### src/rtl/decode_stage_if.sv
// Bundles the fetch, hazard and write-back inputs and the decoded outputs of the decode stage.
// master drives the stage inputs; slave is the decode stage itself.
interface decode_stage_if #(
  parameter int DATA_W  = 32,
  parameter int REG_CNT = 32,
  parameter int CNT_W   = 16
);
  localparam int ADDR_W = $clog2(REG_CNT);

  logic              ihit;
  logic              flush;
  logic [31:0]       instr_in;
  logic [31:0]       npc_in;
  logic              ex_memread;
  logic [ADDR_W-1:0] ex_dest;
  logic              wen;
  logic [ADDR_W-1:0] wsel;
  logic [DATA_W-1:0] wdat;

  logic              stall;
  logic              id_valid;
  logic [31:0]       id_instr;
  logic [31:0]       id_npc;
  logic [DATA_W-1:0] rdat1;
  logic [DATA_W-1:0] rdat2;
  logic [DATA_W-1:0] imm_sext;
  logic [DATA_W-1:0] imm_zext;
  logic [DATA_W-1:0] lui_val;
  logic [4:0]        shamt;
  logic [CNT_W-1:0]  stall_cnt;

  modport master (
    output ihit, flush, instr_in, npc_in, ex_memread, ex_dest, wen, wsel, wdat,
    input  stall, id_valid, id_instr, id_npc, rdat1, rdat2,
           imm_sext, imm_zext, lui_val, shamt, stall_cnt
  );

  modport slave (
    input  ihit, flush, instr_in, npc_in, ex_memread, ex_dest, wen, wsel, wdat,
    output stall, id_valid, id_instr, id_npc, rdat1, rdat2,
           imm_sext, imm_zext, lui_val, shamt, stall_cnt
  );
endinterface

### src/rtl/decode_stage.sv
// MIPS decode stage: IF/ID latch, register file with write-port bypass,
// load-use hazard detection and a saturating stall counter.
module decode_stage #(
  parameter int DATA_W  = 32,
  parameter int REG_CNT = 32,
  parameter int CNT_W   = 16
) (
  input  logic          CLK,
  input  logic          nRST,
  decode_stage_if.slave bus
);
  localparam int ADDR_W = $clog2(REG_CNT);

  logic              id_valid_q, id_valid_d;
  logic [31:0]       id_instr_q, id_instr_d;
  logic [31:0]       id_npc_q, id_npc_d;
  logic [DATA_W-1:0] regs_q [REG_CNT];
  logic [DATA_W-1:0] regs_d [REG_CNT];
  logic [CNT_W-1:0]  stall_cnt_q, stall_cnt_d;

  logic [ADDR_W-1:0] rs_idx;
  logic [ADDR_W-1:0] rt_idx;
  logic              wr_en;
  logic              stall;

  assign rs_idx = ADDR_W'(id_instr_q[25:21]);
  assign rt_idx = ADDR_W'(id_instr_q[20:16]);
  assign wr_en  = bus.wen && (bus.wsel != '0);

  // rt is compared even for I-type consumers, so this can stall needlessly but never misses a hazard.
  assign stall = id_valid_q && bus.ex_memread && (bus.ex_dest != '0) &&
                 ((bus.ex_dest == rs_idx) || (bus.ex_dest == rt_idx));

  always_comb begin
    id_valid_d = id_valid_q;
    id_instr_d = id_instr_q;
    id_npc_d   = id_npc_q;
    if (bus.flush) begin
      id_valid_d = 1'b0;
      id_instr_d = '0;
      id_npc_d   = '0;
    end else if (stall) begin
      id_valid_d = id_valid_q;
    end else if (bus.ihit) begin
      id_valid_d = 1'b1;
      id_instr_d = bus.instr_in;
      id_npc_d   = bus.npc_in;
    end else begin
      id_valid_d = 1'b0;
      id_instr_d = '0;
    end
  end

  always_comb begin
    for (int i = 0; i < REG_CNT; i++) begin
      regs_d[i] = regs_q[i];
    end
    if (wr_en) begin
      regs_d[bus.wsel] = bus.wdat;
    end
  end

  always_comb begin
    stall_cnt_d = stall_cnt_q;
    if (stall && !bus.flush && (stall_cnt_q != '1)) begin
      stall_cnt_d = stall_cnt_q + 1'b1;
    end
  end

  always_ff @(posedge CLK or negedge nRST) begin
    if (!nRST) begin
      id_valid_q  <= 1'b0;
      id_instr_q  <= '0;
      id_npc_q    <= '0;
      stall_cnt_q <= '0;
      for (int i = 0; i < REG_CNT; i++) begin
        regs_q[i] <= '0;
      end
    end else begin
      id_valid_q  <= id_valid_d;
      id_instr_q  <= id_instr_d;
      id_npc_q    <= id_npc_d;
      stall_cnt_q <= stall_cnt_d;
      regs_q      <= regs_d;
    end
  end

  // Register 0 is never written, so reading the array at index 0 already yields zero.
  always_comb begin
    bus.rdat1 = (wr_en && (bus.wsel == rs_idx)) ? bus.wdat : regs_q[rs_idx];
    bus.rdat2 = (wr_en && (bus.wsel == rt_idx)) ? bus.wdat : regs_q[rt_idx];
  end

  assign bus.stall     = stall;
  assign bus.id_valid  = id_valid_q;
  assign bus.id_instr  = id_instr_q;
  assign bus.id_npc    = id_npc_q;
  assign bus.imm_sext  = DATA_W'($signed(id_instr_q[15:0]));
  assign bus.imm_zext  = DATA_W'(id_instr_q[15:0]);
  assign bus.lui_val   = DATA_W'({id_instr_q[15:0], 16'h0000});
  assign bus.shamt     = id_instr_q[10:6];
  assign bus.stall_cnt = stall_cnt_q;
endmodule

### src/flat_wrapper.sv
// flat-port wrapper written by rule: the top's interface ports become plain ports
module decode_stage_flat 
#(
  parameter int DATA_W  = 32,
  parameter int REG_CNT = 32,
  parameter int CNT_W   = 16
)
  (CLK, nRST, bus_ihit, bus_flush, bus_instr_in, bus_npc_in, bus_ex_memread, bus_ex_dest, bus_wen, bus_wsel, bus_wdat, bus_stall, bus_id_valid, bus_id_instr, bus_id_npc, bus_rdat1, bus_rdat2, bus_imm_sext, bus_imm_zext, bus_lui_val, bus_shamt, bus_stall_cnt);
  decode_stage_if #(.DATA_W(DATA_W), .REG_CNT(REG_CNT), .CNT_W(CNT_W)) bus_i ();
  input  logic CLK;
  input  logic nRST;
  input wire logic [$bits(bus_i.ihit)-1:0] bus_ihit;
  input wire logic [$bits(bus_i.flush)-1:0] bus_flush;
  input wire logic [$bits(bus_i.instr_in)-1:0] bus_instr_in;
  input wire logic [$bits(bus_i.npc_in)-1:0] bus_npc_in;
  input wire logic [$bits(bus_i.ex_memread)-1:0] bus_ex_memread;
  input wire logic [$bits(bus_i.ex_dest)-1:0] bus_ex_dest;
  input wire logic [$bits(bus_i.wen)-1:0] bus_wen;
  input wire logic [$bits(bus_i.wsel)-1:0] bus_wsel;
  input wire logic [$bits(bus_i.wdat)-1:0] bus_wdat;
  output wire logic [$bits(bus_i.stall)-1:0] bus_stall;
  output wire logic [$bits(bus_i.id_valid)-1:0] bus_id_valid;
  output wire logic [$bits(bus_i.id_instr)-1:0] bus_id_instr;
  output wire logic [$bits(bus_i.id_npc)-1:0] bus_id_npc;
  output wire logic [$bits(bus_i.rdat1)-1:0] bus_rdat1;
  output wire logic [$bits(bus_i.rdat2)-1:0] bus_rdat2;
  output wire logic [$bits(bus_i.imm_sext)-1:0] bus_imm_sext;
  output wire logic [$bits(bus_i.imm_zext)-1:0] bus_imm_zext;
  output wire logic [$bits(bus_i.lui_val)-1:0] bus_lui_val;
  output wire logic [$bits(bus_i.shamt)-1:0] bus_shamt;
  output wire logic [$bits(bus_i.stall_cnt)-1:0] bus_stall_cnt;
  assign bus_i.ihit = bus_ihit;
  assign bus_i.flush = bus_flush;
  assign bus_i.instr_in = bus_instr_in;
  assign bus_i.npc_in = bus_npc_in;
  assign bus_i.ex_memread = bus_ex_memread;
  assign bus_i.ex_dest = bus_ex_dest;
  assign bus_i.wen = bus_wen;
  assign bus_i.wsel = bus_wsel;
  assign bus_i.wdat = bus_wdat;
  assign bus_stall = bus_i.stall;
  assign bus_id_valid = bus_i.id_valid;
  assign bus_id_instr = bus_i.id_instr;
  assign bus_id_npc = bus_i.id_npc;
  assign bus_rdat1 = bus_i.rdat1;
  assign bus_rdat2 = bus_i.rdat2;
  assign bus_imm_sext = bus_i.imm_sext;
  assign bus_imm_zext = bus_i.imm_zext;
  assign bus_lui_val = bus_i.lui_val;
  assign bus_shamt = bus_i.shamt;
  assign bus_stall_cnt = bus_i.stall_cnt;
  decode_stage #(.DATA_W(DATA_W), .REG_CNT(REG_CNT), .CNT_W(CNT_W)) u_core (.CLK(CLK), .nRST(nRST), .bus(bus_i));
endmodule
### config.mk
export PLATFORM = sky130hd
export DESIGN_NAME = decode_stage_flat
export DESIGN_NICKNAME = d
export VERILOG_FILES = /design/src/rtl/decode_stage_if.sv /design/src/rtl/decode_stage.sv /design/src/flat_wrapper.sv
export SDC_FILE = /design/constraint.sdc
export NUM_CORES = 2
export LEC_CHECK = 0
export BUFFER_PORTS_ARGS = -buffer_cell sky130_fd_sc_hd__buf_2
export CAP_MARGIN = 40
export CORE_MARGIN = 8
export CORE_UTILIZATION = 30
export CTS_CLUSTER_DIAMETER = 40
export DETAILED_ROUTE_END_ITERATION = 6
export RECOVER_POWER = 100
export SYNTH_ARGS = -nofsm -noshare
export SYNTH_HDL_FRONTEND = slang
export SYNTH_SLANG_ARGS = --single-unit
### constraint.sdc
create_clock -name CLK -period 7.6 [get_ports CLK]
set_clock_uncertainty 0.1 [all_clocks]
set_input_delay 1.52 -clock CLK [delete_from_list [all_inputs] [get_ports CLK]]
set_output_delay 1.52 -clock CLK [all_outputs]
set_load 0.02 [all_outputs]
; After elaboration in Yosys (flattened, before gate mapping)
; Cells that the tools add are included.
[totals]
register_bits = 1105
out_inout_bits = 247
wordCells = 85
[op_classes]
addsub = 1
n_lt_le_gt_ge = 4
n_eq_ne = 6
muxes = 20
n_bitwise = 3
reduce_logical = 15
[ops]
columns = operator, n
row1 = $bwmux 1024, 1
row2 = $mux 32, 13
row3 = $bmux 32 s5, 2
row4 = $demux 32 s5, 1
row5 = $eq 5x5->1, 4
row6 = $ge 6x6->1 const B, 3
row7 = $not 5->6, 3
row8 = $add 16x1->16 const B, 1
row9 = $ne 16x16->1 const B, 1
row10 = $reduce_bool 5->1, 2
row11 = $logic_and 1x1->1, 9
row12 = $lt 6x1->1 const B, 1
row13 = $mux 1, 3
row14 = $ne 2x2->1 const B, 1
row15 = $reduce_and 2->1, 1
row16 = $reduce_bool 2->1, 1
row17 = $logic_not 1->1, 1
row18 = $logic_or 1x1->1, 1

; Logic depth before layout (Yosys ltp)
[depth]
word_depth = 6
depth_mapped = 10

; Worst setup path before layout
; No wires, ideal clock.
[synth_path]
path_kind = input port to output port
start = input bus_wsel[1]
end = output bus_rdat1[10]
t_arrival_ns = 3.368
setup_slack_ns = 2.612
cell_stages = 6
n_path_buf = 3
cell_sequence = clkbuf_1 -> clkbuf_1 -> xor2_1 -> nor4_2 -> clkbuf_1 -> o41ai_1
[synth_between]
elab_chain_cells = 4
word_cells_on_any_way = 5
classes_between = 1 x eq/ne / 1 x mux / 3 x reduce/logical
[synth_rtl]
columns = item, line
row1 = start: declaration, flat_wrapper.sv:19  ; input wire logic [$bits(bus_i.wsel)-1:0] bus_wsel;
row2 = $reduce_bool 5->1, decode_stage.sv:28  ; assign wr_en = bus.wen && (bus.wsel != '0);
row3 = $logic_and 1x1->1, decode_stage.sv:28
row4 = $logic_and 1x1->1 *, decode_stage.sv:90  ; bus.rdat1 = (wr_en && (bus.wsel == rs_idx)) ? bus.wdat : regs_q[rs_idx];
row5 = $mux 32 *, decode_stage.sv:90
row6 = end: declaration, flat_wrapper.sv:25  ; output wire logic [$bits(bus_i.rdat1)-1:0] bus_rdat1;
; Mark *: on every way between the ends. The rest lies on a longest branch, timed or not.

; Worst setup path after layout
[layout_path]
start = register u_core.id_instr_q[17] (netlist: u_core.bus.id_instr[17])
end = output bus_rdat2[5]
[layout_between]
elab_chain_cells = 5
word_cells_on_any_way = 7
classes_between = 1 x eq/ne / 4 x mux / 1 x bitwise / 1 x reduce/logical
[layout_rtl]
columns = item, line
row1 = start: declaration, decode_stage.sv:15  ; logic [31:0] id_instr_q, id_instr_d;
row2 = start signal: assignment, decode_stage.sv:81  ; id_instr_q <= id_instr_d;
row3 = $not 5->6 (not written as such), decode_stage.sv:91  ; bus.rdat2 = (wr_en && (bus.wsel == rt_idx)) ? bus.wdat : regs_q[rt_idx];
row4 = $bmux 32 s5, decode_stage.sv:91
row5 = $mux 32 (not written as such) (2 in a row), decode_stage.sv:91
row6 = $mux 32 *, decode_stage.sv:91
row7 = end: declaration, flat_wrapper.sv:26  ; output wire logic [$bits(bus_i.rdat2)-1:0] bus_rdat2;
; Mark *: on every way between the ends. The rest lies on a longest branch, timed or not. The select of a mux whose other input is x is not followed.

==> impl_metrics.env <==
export IMPL_first_iter_violations=3473
export IMPL_root_buffer="clkbuf_16"
export IMPL_drt_first_pass_iters=6
export IMPL_min_to="u_core.regs_q[1011]"
export IMPL_final_area_um2=69300
export IMPL_wl_per_cell_um=26.2
export IMPL_hpwl_mm=118
export IMPL_nets=5111
export IMPL_period_needed_ns=6.78
export IMPL_syn_area_per_cell_um2=12.1
export IMPL_seq_area_frac_synth_pct=46.0
export IMPL_r2r_start="u_core.bus.id_instr[21]"
export IMPL_fmax_ghz=0.147
export IMPL_core_region_area_um2=199000
export IMPL_irDropWorstVdd_mv=0.258
export IMPL_fp_dieW_um=464
export IMPL_postCtsHoldBufs=0
export IMPL_path_clk_slew_ns=0.06
export IMPL_die_h_um=464
export IMPL_period_share_pct=89.3
export IMPL_fillers=19700
export IMPL_synthDistinctLibCells=46
export IMPL_cts_sinks=1105
export IMPL_syn_to_final_growth_pct=15.2
export IMPL_drt_total_wl_mm=204
export IMPL_cts_htree_levels=4
export IMPL_drc_errors=0
export IMPL_worstSetupStartpoint="u_core.bus.id_instr[17]"
export IMPL_layout_drive_gt1_share_pct=29.8
export IMPL_place_congestion=0.768
export IMPL_insertion_delay_ns=0.78
export IMPL_finalSetupViolCount=0
export IMPL_die_area_um2=215000
export IMPL_synthCells=4966
export IMPL_track_usage_pct=18.2
export IMPL_slew_limit_headroom_pct=-158
export IMPL_cts_max_path_buffers=3
export IMPL_placed_area_um2=64200
export IMPL_post_cts_resized=0
export IMPL_grt_max_degree=182
export IMPL_rsz0062_at_grt="no"
export IMPL_numCtsBuffers=165
export IMPL_cp_required_ns=5.98
export IMPL_r2r_setup_slack_ns=2.21
export IMPL_crit_path_start_kind="flop"
export IMPL_dr_total_vias=42800
export IMPL_end_kind="output port"
export IMPL_power_density_nw_per_um2=278
export IMPL_cp_data_arrival_time_ns=5.16
export IMPL_cts_setup_buffers=0
export IMPL_ff2ff_path_depth=7
export IMPL_rows=164
export IMPL_worstHoldStart="u_core.regs_q[1011]"
export IMPL_ys_seq_elements=1105
export IMPL_grt_pass1_wl_mm=302
export IMPL_worst_pin_slew_ns=3.86
export IMPL_first_global_vias=44100
export IMPL_min_path_type="reg2reg"
export IMPL_vias_per_cell=5.49
export IMPL_leakage_nw=27.9
export IMPL_antenna_left=0
export IMPL_status="finished, violations left"
export IMPL_r2r_end="u_core.bus.id_npc[31]"
export IMPL_cap_violations=60
export IMPL_final_max_slew_violation_count=1674
export IMPL_critPathMaxFanout=33
export IMPL_cts_tree="yes"
export IMPL_whs_path_depth=0
export IMPL_final_hold_violation_count=0
export IMPL_start_util_pct=30.2
export IMPL_grt_remaining_overflow=0
export IMPL_violations="capacitance limit, slew limit"
export IMPL_ys_warnings_count=0
export IMPL_antenna_found_initial=2
export IMPL_crit_type="reg2out"
export IMPL_syn_area_um2=60100
export IMPL_port_buffers=326
export IMPL_fin_setup_tns_ns=0
export IMPL_ios=359
-- worst max-delay path by stage --
stage / to / slack, ns / cells past startpoint
6_report: bus_rdat2[5] / 0.82 / 9
3_3_place_gp: bus_rdat2[5] / 1.76 / 8
5_1_grt: bus_rdat2[2] / 0.69 / 8
3_5_place_dp: bus_rdat1[27] / 1.79 / 9
2_1_floorplan: bus_rdat1[10] / 2.61 / 6
4_1_cts: bus_rdat2[25] / 1.35 / 8
-- cell families after synthesis --
family,count (synthesis),share of synthesized area (%)
XOR/XNOR,33,0.481
AND/OR/NAND/NOR,341,2.68
buffers and inverters,634,5.10
flip-flops,1105,46.0
AO/OA/AOI/OAI,834,10.1
multiplexers,2017,35.6
adder cells (fa/ha/maj),1,0.0208
other,1,0.00624
-- power breakdown --
group	switching (mW)	leakage, nW	internal, mW
clock	3.03	2.95	5.36
combinational	1.54	10.7	1.59
sequential	0.787	14.2	6.95
total	5.35	27.9	13.9
-- flip-flops by register name (all words and copies together) (netlist names) --
signal and cells:
u_core.bus.id_valid 1, u_core.bus.id_npc 32, u_core.bus.stall_cnt 16, u_core.bus.id_instr 32
u_core.regs_q 1024
-- metal layers --
layer  GRT usage, %  share of wire, %  vias up
met5              0                 0        -
met4           7.01               3.7        0
met3           3.50               6.3      395
met2           29.7                47     1469
met1           23.9                43    22400
li1               -                 -    18500
-- critical path, stage by stage (launching register included) --
cell	delay, ns
dfrtp_1	0.69
clkbuf_1	0.73
nor2b_2	0.54
buf_4	0.49
a22o_1	0.28
a221oi_1	0.28
o22ai_1	0.13
o41ai_1	0.57
clkdlybuf4s25_1	0.45
buf_2	0.22
-- synth_stat cells, drive strengths merged --
library cell     n  area [um^2]
dfrtp         1105        27700
mux2i         1024        10200
mux2           993        11200
buf            325         1900
clkbuf         308         1160
a22oi          257         1930
a21oi          195          976
nand2          167          627
a221oi         124         1090
a22o           124         1090
nand3           75          375
o22ai           62          388
o41ai           62          543
nor2            27          101
xor2            21          184
nor2b           16          100
nor3            12         90.1
xnor2           12          105
nand2b           9         56.3
and2             6         37.5
nand4            6         37.5
nand4b           5         43.8
and3             4         25.0
o21ai            4         20.0
nor4             3         31.3
or2              3         18.8
or3              3         18.8
a211oi           2         15.0
a311oi           2         17.5
or4              2         15.0
a31oi            1         6.26
and4             1         8.76
and4bb           1         12.5
conb             1         3.75
ha               1         12.5
inv              1         3.75
nor4bb           1         10.0
o211ai           1         7.51
-- per-stage QoR --
step | worst slack (ns) | std cells | total power, mW | utilization, % | hold slack (ns)
after floorplan | 2.61 | 4997 | 9.96 | - | 0.349
after global placement | 1.76 | 7451 | 10.8 | 31.8 | 0.284
after detailed placement | 1.79 | 7487 | 11.0 | 32.2 | 0.288
after CTS | 1.35 | 7791 | 19.4 | 35.3 | 0.299
after global routing | 0.690 | 7792 | 20.1 | 34.7 | 0.309
final | 0.817 | 7792 | 19.3 | 34.7 | 0.298
-- placed cells by master (no fill, tap or decap), types with 14 or more instances in the layout --
cell / count
o22ai_1: 62
a21oi_1: 195
clkinv_4: 14
nand2_1: 159
a22o_1: 124
nand3_1: 75
bufinv_16: 30
mux2_2: 985
conb_1: 32
clkinvlp_4: 17
inv_6: 16
a22oi_1: 257
buf_2: 140
o41ai_1: 62
clkinv_2: 17
buf_4: 39
clkbuf_1: 259
dfrtp_1: 1104
clkbuf_16: 170
xor2_1: 21
clkbuf_8: 22
nor2_1: 20
buf_12: 24
a221oi_1: 124
mux2i_1: 1024
-- cell type report --
cell class / instances / area [um^2] / area share (%)
multi-input cells: 3258 / 29600 / 42.8
flip-flops and latches: 1105 / 27700 / 39.9
clock buffers: 200 / 4590 / 6.62
well taps: 2656 / 3320 / 4.80
repair buffers: 467 / 2570 / 3.70
clock inverters: 104 / 1520 / 2.19
inverters: 1 / 3.75 / 0.00542
diodes: 1 / 2.50 / 0.00361
Power figures use the tool's default switching activity.
